`src/rtl/decode_stage_if.sv`:
```
// Bus bundle for decode_stage: fetch handshake, register file read port,
// writeback retire, flush, and the decoded output toward execute.
// The slave modport is the decode stage's view; master is its environment.
interface decode_stage_if;
  // fetch side
  logic        in_valid;
  logic        in_ready;
  logic [31:0] in_instr;
  logic [31:0] in_pc;
  // register file read port
  logic [4:0]  a1;
  logic [4:0]  a2;
  logic [31:0] rd1;
  logic [31:0] rd2;
  // writeback retire and redirect
  logic        wb_valid;
  logic [4:0]  wb_rd;
  logic [31:0] wb_data;
  logic        flush;
  // execute side
  logic        out_valid;
  logic        out_ready;
  logic [31:0] out_pc;
  logic [31:0] out_op1;
  logic [31:0] out_op2;
  logic [31:0] out_imm;
  logic [4:0]  out_rd;
  logic [6:0]  out_opcode;
  logic [2:0]  out_funct3;
  logic [6:0]  out_funct7;
  logic        out_illegal;

  modport slave (
    input  in_valid, in_instr, in_pc, rd1, rd2,
           wb_valid, wb_rd, wb_data, flush, out_ready,
    output in_ready, a1, a2,
           out_valid, out_pc, out_op1, out_op2, out_imm, out_rd,
           out_opcode, out_funct3, out_funct7, out_illegal
  );

  modport master (
    output in_valid, in_instr, in_pc, rd1, rd2,
           wb_valid, wb_rd, wb_data, flush, out_ready,
    input  in_ready, a1, a2,
           out_valid, out_pc, out_op1, out_op2, out_imm, out_rd,
           out_opcode, out_funct3, out_funct7, out_illegal
  );
endinterface

```
`src/rtl/decode_stage.sv`:
```
// RV32I decode stage with a write scoreboard for read-after-write stalls.
// Register file reads are addressed combinationally from the incoming
// instruction; decoded fields and read data land in one output register.
// Optional macro DECODE_BYPASS_EN forwards wb_data into the operands so a
// dependent instruction issues in the writeback cycle instead of one later.
module decode_stage #(
  parameter int XLEN  = 32,
  parameter int NREGS = 32
) (
  input logic           clk,
  input logic           rst_n,
  decode_stage_if.slave bus
);

  typedef enum logic [6:0] {
    OPC_LUI      = 7'b0110111,
    OPC_AUIPC    = 7'b0010111,
    OPC_JAL      = 7'b1101111,
    OPC_JALR     = 7'b1100111,
    OPC_BRANCH   = 7'b1100011,
    OPC_LOAD     = 7'b0000011,
    OPC_STORE    = 7'b0100011,
    OPC_OP_IMM   = 7'b0010011,
    OPC_OP       = 7'b0110011,
    OPC_MISC_MEM = 7'b0001111,
    OPC_SYSTEM   = 7'b1110011
  } opcode_t;

  logic [31:0]      instr;
  opcode_t          opc;
  logic [4:0]       rs1, rs2, rd_field;
  logic [XLEN-1:0]  imm_i, imm_s, imm_b, imm_u, imm_j;

  logic             uses_rs1, uses_rs2, writes, illegal;
  logic [XLEN-1:0]  imm;
  logic [4:0]       rd_dec;

  logic [NREGS-1:0] sb, sb_next;
  logic             wb_hit;
  logic             byp1, byp2;
  logic             busy1, busy2, stall;
  logic             accept;
  logic [XLEN-1:0]  op1, op2;

  assign instr    = bus.in_instr;
  assign opc      = opcode_t'(instr[6:0]);
  assign rs1      = instr[19:15];
  assign rs2      = instr[24:20];
  assign rd_field = instr[11:7];

  assign bus.a1 = rs1;
  assign bus.a2 = rs2;

  assign imm_i = {{20{instr[31]}}, instr[31:20]};
  assign imm_s = {{20{instr[31]}}, instr[31:25], instr[11:7]};
  assign imm_b = {{19{instr[31]}}, instr[31], instr[7], instr[30:25], instr[11:8], 1'b0};
  assign imm_u = {instr[31:12], 12'b0};
  assign imm_j = {{11{instr[31]}}, instr[31], instr[19:12], instr[20], instr[30:21], 1'b0};

  // Opcode classification: operand usage, write intent and immediate format.
  // NOTE: every output gets a default before the case so no latch is inferred.
  always_comb begin
    uses_rs1 = 1'b0;
    uses_rs2 = 1'b0;
    writes   = 1'b0;
    illegal  = 1'b0;
    imm      = '0;
    case (opc)
      OPC_OP: begin
        uses_rs1 = 1'b1;
        uses_rs2 = 1'b1;
        writes   = 1'b1;
      end
      OPC_OP_IMM, OPC_LOAD, OPC_JALR: begin
        uses_rs1 = 1'b1;
        writes   = 1'b1;
        imm      = imm_i;
      end
      OPC_STORE: begin
        uses_rs1 = 1'b1;
        uses_rs2 = 1'b1;
        imm      = imm_s;
      end
      OPC_BRANCH: begin
        uses_rs1 = 1'b1;
        uses_rs2 = 1'b1;
        imm      = imm_b;
      end
      OPC_LUI, OPC_AUIPC: begin
        writes = 1'b1;
        imm    = imm_u;
      end
      OPC_JAL: begin
        writes = 1'b1;
        imm    = imm_j;
      end
      OPC_MISC_MEM, OPC_SYSTEM: begin
        imm = imm_i;
      end
      default: illegal = 1'b1;
    endcase
  end

  // Destination is reported as 0 whenever nothing architectural is written.
  assign rd_dec = (writes && rd_field != 5'd0) ? rd_field : 5'd0;

  assign wb_hit = bus.wb_valid && (bus.wb_rd != 5'd0);

`ifdef DECODE_BYPASS_EN
  // A retiring producer is forwarded instead of counted as busy.
  assign byp1 = uses_rs1 && wb_hit && (bus.wb_rd == rs1);
  assign byp2 = uses_rs2 && wb_hit && (bus.wb_rd == rs2);
  assign op1  = byp1 ? bus.wb_data : bus.rd1;
  assign op2  = byp2 ? bus.wb_data : bus.rd2;
`else
  // Without forwarding, writeback data is not needed here.
  logic unused_wb_data;
  assign unused_wb_data = ^bus.wb_data;
  assign byp1 = 1'b0;
  assign byp2 = 1'b0;
  assign op1  = bus.rd1;
  assign op2  = bus.rd2;
`endif

  // sb[0] is held at zero, so x0 never reads as busy.
  assign busy1 = uses_rs1 && sb[rs1] && !byp1;
  assign busy2 = uses_rs2 && sb[rs2] && !byp2;
  assign stall = busy1 || busy2;

  assign bus.in_ready = rst_n && !bus.flush && !stall && (!bus.out_valid || bus.out_ready);
  assign accept       = bus.in_valid && bus.in_ready;

  // Scoreboard next state: retire clears, flush drops the squashed producer,
  // and a new producer's set is applied last so it wins a same-cycle clear.
  always_comb begin
    sb_next = sb;
    if (wb_hit)
      sb_next[bus.wb_rd] = 1'b0;
    if (bus.flush && bus.out_valid && bus.out_rd != 5'd0)
      sb_next[bus.out_rd] = 1'b0;
    if (accept && rd_dec != 5'd0)
      sb_next[rd_dec] = 1'b1;
    sb_next[0] = 1'b0;
  end

  // Scoreboard state register.
  // NOTE: the scoreboard is reset; stale busy bits would stall issue forever.
  always_ff @(posedge clk or negedge rst_n) begin
    if (!rst_n)
      sb <= '0;
    else
      sb <= sb_next;
  end

  // Output pipeline register: flush beats accept, accept beats hold/drain.
  // NOTE: non-blocking assignments keep every flop sampling pre-edge values.
  always_ff @(posedge clk or negedge rst_n) begin
    if (!rst_n) begin
      bus.out_valid   <= 1'b0;
      bus.out_pc      <= '0;
      bus.out_op1     <= '0;
      bus.out_op2     <= '0;
      bus.out_imm     <= '0;
      bus.out_rd      <= '0;
      bus.out_opcode  <= '0;
      bus.out_funct3  <= '0;
      bus.out_funct7  <= '0;
      bus.out_illegal <= 1'b0;
    end else if (bus.flush) begin
      bus.out_valid <= 1'b0;
    end else if (accept) begin
      bus.out_valid   <= 1'b1;
      bus.out_pc      <= bus.in_pc;
      bus.out_op1     <= op1;
      bus.out_op2     <= op2;
      bus.out_imm     <= imm;
      bus.out_rd      <= rd_dec;
      bus.out_opcode  <= instr[6:0];
      bus.out_funct3  <= instr[14:12];
      bus.out_funct7  <= instr[31:25];
      bus.out_illegal <= illegal;
    end else if (bus.out_ready) begin
      bus.out_valid <= 1'b0;
    end
  end

endmodule

```
`src/flat_wrapper.sv`:
```
// flat-port wrapper written by rule: the top's interface ports become plain ports
module decode_stage_flat 
#(
  parameter int XLEN  = 32,
  parameter int NREGS = 32
)
  (clk, rst_n, bus_in_valid, bus_in_instr, bus_in_pc, bus_rd1, bus_rd2, bus_wb_valid, bus_wb_rd, bus_wb_data, bus_flush, bus_out_ready, bus_in_ready, bus_a1, bus_a2, bus_out_valid, bus_out_pc, bus_out_op1, bus_out_op2, bus_out_imm, bus_out_rd, bus_out_opcode, bus_out_funct3, bus_out_funct7, bus_out_illegal);
  decode_stage_if bus_i ();
  input logic clk;
  input logic rst_n;
  input wire logic [$bits(bus_i.in_valid)-1:0] bus_in_valid;
  input wire logic [$bits(bus_i.in_instr)-1:0] bus_in_instr;
  input wire logic [$bits(bus_i.in_pc)-1:0] bus_in_pc;
  input wire logic [$bits(bus_i.rd1)-1:0] bus_rd1;
  input wire logic [$bits(bus_i.rd2)-1:0] bus_rd2;
  input wire logic [$bits(bus_i.wb_valid)-1:0] bus_wb_valid;
  input wire logic [$bits(bus_i.wb_rd)-1:0] bus_wb_rd;
  input wire logic [$bits(bus_i.wb_data)-1:0] bus_wb_data;
  input wire logic [$bits(bus_i.flush)-1:0] bus_flush;
  input wire logic [$bits(bus_i.out_ready)-1:0] bus_out_ready;
  output wire logic [$bits(bus_i.in_ready)-1:0] bus_in_ready;
  output wire logic [$bits(bus_i.a1)-1:0] bus_a1;
  output wire logic [$bits(bus_i.a2)-1:0] bus_a2;
  output wire logic [$bits(bus_i.out_valid)-1:0] bus_out_valid;
  output wire logic [$bits(bus_i.out_pc)-1:0] bus_out_pc;
  output wire logic [$bits(bus_i.out_op1)-1:0] bus_out_op1;
  output wire logic [$bits(bus_i.out_op2)-1:0] bus_out_op2;
  output wire logic [$bits(bus_i.out_imm)-1:0] bus_out_imm;
  output wire logic [$bits(bus_i.out_rd)-1:0] bus_out_rd;
  output wire logic [$bits(bus_i.out_opcode)-1:0] bus_out_opcode;
  output wire logic [$bits(bus_i.out_funct3)-1:0] bus_out_funct3;
  output wire logic [$bits(bus_i.out_funct7)-1:0] bus_out_funct7;
  output wire logic [$bits(bus_i.out_illegal)-1:0] bus_out_illegal;
  assign bus_i.in_valid = bus_in_valid;
  assign bus_i.in_instr = bus_in_instr;
  assign bus_i.in_pc = bus_in_pc;
  assign bus_i.rd1 = bus_rd1;
  assign bus_i.rd2 = bus_rd2;
  assign bus_i.wb_valid = bus_wb_valid;
  assign bus_i.wb_rd = bus_wb_rd;
  assign bus_i.wb_data = bus_wb_data;
  assign bus_i.flush = bus_flush;
  assign bus_i.out_ready = bus_out_ready;
  assign bus_in_ready = bus_i.in_ready;
  assign bus_a1 = bus_i.a1;
  assign bus_a2 = bus_i.a2;
  assign bus_out_valid = bus_i.out_valid;
  assign bus_out_pc = bus_i.out_pc;
  assign bus_out_op1 = bus_i.out_op1;
  assign bus_out_op2 = bus_i.out_op2;
  assign bus_out_imm = bus_i.out_imm;
  assign bus_out_rd = bus_i.out_rd;
  assign bus_out_opcode = bus_i.out_opcode;
  assign bus_out_funct3 = bus_i.out_funct3;
  assign bus_out_funct7 = bus_i.out_funct7;
  assign bus_out_illegal = bus_i.out_illegal;
  decode_stage #(.XLEN(XLEN), .NREGS(NREGS)) u_core (.clk(clk), .rst_n(rst_n), .bus(bus_i));
endmodule
```
`config.mk`:
```
export PLATFORM = sky130hd
export DESIGN_NAME = decode_stage_flat
export DESIGN_NICKNAME = d
export VERILOG_FILES = /design/src/rtl/decode_stage_if.sv /design/src/rtl/decode_stage.sv /design/src/flat_wrapper.sv
export SDC_FILE = /design/constraint.sdc
export NUM_CORES = 1
export LEC_CHECK = 0
export ABC_AREA = 0
export CORE_ASPECT_RATIO = 0.8
export CORE_UTILIZATION = 46
export CTS_BUF_LIST = sky130_fd_sc_hd__clkbuf_8
export DETAILED_ROUTE_END_ITERATION = 16
export GPL_ROUTABILITY_DRIVEN = 1
export GPL_TIMING_DRIVEN = 0
export PLACE_DENSITY = 0.86
export SYNTH_ARGS = -nofsm -noshare
export SYNTH_HDL_FRONTEND = slang
export SYNTH_SLANG_ARGS = --single-unit
```
`constraint.sdc`:
```
create_clock -name clk -period 2.45 [get_ports clk]
set_clock_uncertainty 0.05 [all_clocks]
set_input_delay 0.245 -clock clk [delete_from_list [all_inputs] [get_ports clk]]
set_output_delay 0.245 -clock clk [all_outputs]
set_load 0.01 [all_outputs]
```
==> impl_metrics.ini, run 1 <==
[status]
status = finished, violations left
violations = negative hold slack, negative setup slack

[power_and_ir_drop]
combPwrFrac_pct = 30.0
seq_power_share_pct = 45.4
share_clk_of_total_power_pct = 24.6
powerDensity_nw_per_um2 = 612
p_leak_uw = 0.00582
p_total_uw = 8180
peakVddDrop_mv = 0.406
power.internal_uw = 5720
p_sw_uw = 2450
switching_share_pct = 30.0

[critical_path]
r2r_end = u_core.bus.out_op2[28]$_DFFE_PN0P_
reg2reg_from = u_core.sb[15]$_DFF_PN0_
critPathKind = flop to flop
end_kind = flop
slowest_delay_ps = 520
cpMaxStageDelayCell = mux4_2
startpoint_type = flop
path_cells = mux4_2, o2bb2ai_2, a311oi_2, o311ai_2, buf_4, nand3_4, buf_12, buf_6, mux2_1
crit_arrival_ps = 2990
crit_fanout = 10
worstPathRequired_ps = 2760
r2r_cells = 9
r2r_slack_ps = -240

[hold_path]
hp-class = primary input to asynchronous set/reset pin

[drt]
drc = 0
drtIter0Drc = 555
firstDrtPassIters = 7
vias_per_cell = 5.67
ant_nets = 0
routedWlPerCell_um = 22.4
via_count = 7373
drt_wl_total_mm = 29.1

[placed_design]
gp_routability_congestion = 1.00
dp_hpwl_mm = 20.8
place_area_um2 = 12100
port_buffers = 288
dp.cells = 1245

[sta]
finalSetupViolCount = 165
worstMarginPinSlew_ps = 924
drv_slew = 0
rsz0062_at_grt = true
min_period_ps = 2690
timing.fmax_mhz = 372
whs_ps = -292
worst_slack_ps = -236
finalHoldViolCount = 78
worst_slew_margin_rel_pct = 38.2
finalCritPeriodShare_pct = 110
fin_tns_setup_ps = -22550

[clocking]
cts_tree = built
clock_path_buffers = 2
clk_pin_slew_ps = 110
htreeDepth = 4
clk_latency_ps = 470
clock-sinks = 183
cts_buffers = 17
root_buffer = clkbuf_8

[floorplan]
initial_utilization_pct = 47.9
die_area_um2 = 19800
coreArea_um2 = 18500
io_pins = 334
die_h_um = 126
dieWidth_um = 157
floorplan.rows = 44

[synth]
synthesis.area_um2 = 8860
avgSynthCellArea_um2 = 12.6
ys_seq_area_share_pct = 51.7
ys_ff_latch = 183
ys_warn_count = 0
synth_edf_count = 0
syn_inst = 703
yosysUniqueCellTypes = 52
synthFlopType = dfrtp_1
async_flop_share_pct = 100
synth_nets = 874

[global_routing]
antenna_found_initial = 0
grt_use_total_pct = 29.5
grt_pass1_wl_mm = 43.9
grt_max_degree = 106
overflow = 0
grt_pass1_vias = 7685

[job]
drv_cap = 0

[cells_and_area]
final_cells = 1300
fin_nets = 1205
diodes = 0
drive_above_1_share_pct = 26.6
syn_to_final_growth_pct = 51.0
fin_util_pct = 72.3
stdcell_area_um2 = 13400
-- sequential cells by signal, indices dropped and copies added (netlist names), 3 cells and up --
| signal | flops |
|---|---|
| u_core.bus.out_funct3 | 3 |
| u_core.bus.out_funct7 | 7 |
| u_core.bus.out_imm | 32 |
| u_core.bus.out_op1 | 32 |
| u_core.bus.out_op2 | 32 |
| u_core.bus.out_opcode | 7 |
| u_core.bus.out_pc | 32 |
| u_core.bus.out_rd | 5 |
| u_core.sb | 31 |
-- kinds of logic after synthesis --
| group | count (synthesis) | synth area share, % |
|---|---|---|
| flops | 183 | 51.7 |
| mux | 181 | 25.7 |
| simple gates | 147 | 8.43 |
| compound gates | 111 | 9.24 |
| buf+inv | 80 | 4.83 |
| xor+xnor | 1 | 0.0989 |
-- metrics by stage --
step	setup WS (ps)	hold WS, ps
finish	-236	-292
global route	-321	-259
CTS	-267	-282
detailed placement	-1080	232
global placement	-7380	425
floorplan	73.6	-101
-- Yosys cell counts, types with 3 or more instances --
library cell	number	area (um2)
a31oi_1	3	18.8
o21ai_0	8	40.0
nor3_1	4	20.0
a21oi_1	19	95.1
o221ai_1	17	149
mux4_2	8	180
nand3b_1	9	67.6
inv_1	27	101
and2_1	5	31.3
buf_4	13	97.6
buf_6	9	101
mux2_2	77	867
nor2_1	20	75.1
nand2b_1	5	31.3
nor2b_1	7	43.8
and3_1	5	31.3
nor3b_1	3	22.5
mux2i_1	39	390
a22oi_1	14	105
a22o_1	4	35.0
clkbuf_1	18	67.6
buf_1	4	15.0
mux2_1	5	56.3
and3b_1	3	26.3
o31ai_1	31	233
nand4_1	4	25.0
buf_2	9	45.0
nand3_1	10	50.1
nand2_1	61	229
dfrtp_1	183	4580
mux2_4	52	781
-- cells in the final DEF, fill, tap and decap left out, types with 6 or more instances in the layout --
| master | Yosys | final |
|---|---|---|
| a22oi_1 | 14 | 14 |
| dfrtp_1 | 183 | 183 |
| mux4_2 | 8 | 8 |
| nand3b_1 | 9 | 9 |
| inv_1 | 27 | 26 |
| clkbuf_1 | 18 | 13 |
| nor2b_1 | 7 | 6 |
| buf_16 | 0 | 8 |
| nand2_1 | 61 | 60 |
| o21ai_0 | 8 | 7 |
| buf_4 | 13 | 20 |
| clkbuf_8 | 0 | 18 |
| mux2_2 | 77 | 74 |
| buf_6 | 9 | 7 |
| nand3_1 | 10 | 10 |
| nor2_1 | 20 | 20 |
| o31ai_4 | 0 | 15 |
| o31ai_2 | 0 | 13 |
| clkdlybuf4s50_1 | 0 | 284 |
| o221ai_1 | 17 | 17 |
| buf_12 | 0 | 10 |
| a21oi_1 | 19 | 18 |
| mux2i_1 | 39 | 39 |
| mux2_4 | 52 | 58 |
| buf_8 | 0 | 11 |
-- metal layers --
layer,global-route usage [%],vias to the layer above,routed length [um]
met5,0,-,0
met2,47.6,420,13800
met1,38.4,3690,11700
li1,-,3221,-
met3,8.84,42,2960
met4,8.62,0,633
-- worst max-delay path, delay by kind of cell, from the launching register on --
kind	cells	cell delay, ps
DFF	1	410
buffers and inverters	3	560
and+or+nand+nor	1	140
muxes	2	860
AOI/OAI and AO/OA	3	550
-- power by group through the flow --
stage          sequential (uW)  combinational, uW  clock (uW)
3_5_place_dp              3760               2310           0
6_report                  3710               2460        2010
4_1_cts                   3700               2420        2040
5_1_grt                   3760               2590        2170
3_3_place_gp              3730               2250           0
2_1_floorplan             3930                705           0
-- final cells by class --
| type | instances | area [um2] |
|---|---|---|
| plain buffers | 52 | 502 |
| clock buffers | 18 | 248 |
| clock inverters | 14 | 136 |
| fillers | 1291 | 5130 |
| inverters | 27 | 101 |
| multi-input cells | 440 | 4180 |
| flip-flops and latches | 183 | 4580 |
| well taps | 253 | 317 |
| repair buffers | 313 | 3310 |
-- how the worst max path moves through the flow --
stage,startpoint,cells past startpoint,to,slack (ps)
finish,u_core.sb[15]$_DFF_PN0_,9,u_core.bus.out_op2[28]$_DFFE_PN0P_,-240
floorplan,bus_in_instr[20],10,u_core.bus.out_imm[13]$_DFFE_PN0P_,70
CTS,u_core.sb[15]$_DFF_PN0_,8,bus_in_ready,-270
detailed placement,bus_in_instr[18],9,bus_in_ready,-1080
global placement,rst_n,7,bus_in_ready,-7380
global route,u_core.sb[7]$_DFF_PN0_,8,bus_in_ready,-320
-- what timing repair did --
item                                   CTS  global route
pin swaps                                3             5
gates resized for setup                 74            62
buffers inserted                        13             3
endpoints found under the hold margin   78            78
setup endpoints to repair              182           182
gates cloned                             9             1
Power figures use the tool's default switching activity.
==> inputs of run 2 (changes only) <==
--- a/config.mk
+++ b/config.mk
@@ -9,6 +9,7 @@
 export CORE_ASPECT_RATIO = 0.8
 export CORE_UTILIZATION = 46
 export CTS_BUF_LIST = sky130_fd_sc_hd__clkbuf_8
+export CTS_CLUSTER_SIZE = 30
 export DETAILED_ROUTE_END_ITERATION = 16
 export GPL_ROUTABILITY_DRIVEN = 1
 export GPL_TIMING_DRIVEN = 0
==> results of run 2 <==
The final DEF is identical to that of run 1; final timing and power are the same.
==> inputs of run 3 (changes only) <==
--- a/config.mk
+++ b/config.mk
@@ -7,6 +7,7 @@
 export LEC_CHECK = 0
 export ABC_AREA = 0
 export CORE_ASPECT_RATIO = 0.8
+export CORE_MARGIN = 1
 export CORE_UTILIZATION = 46
 export CTS_BUF_LIST = sky130_fd_sc_hd__clkbuf_8
 export CTS_CLUSTER_SIZE = 30
==> results of run 3 <==
The final DEF is identical to that of run 1; final timing and power are the same.
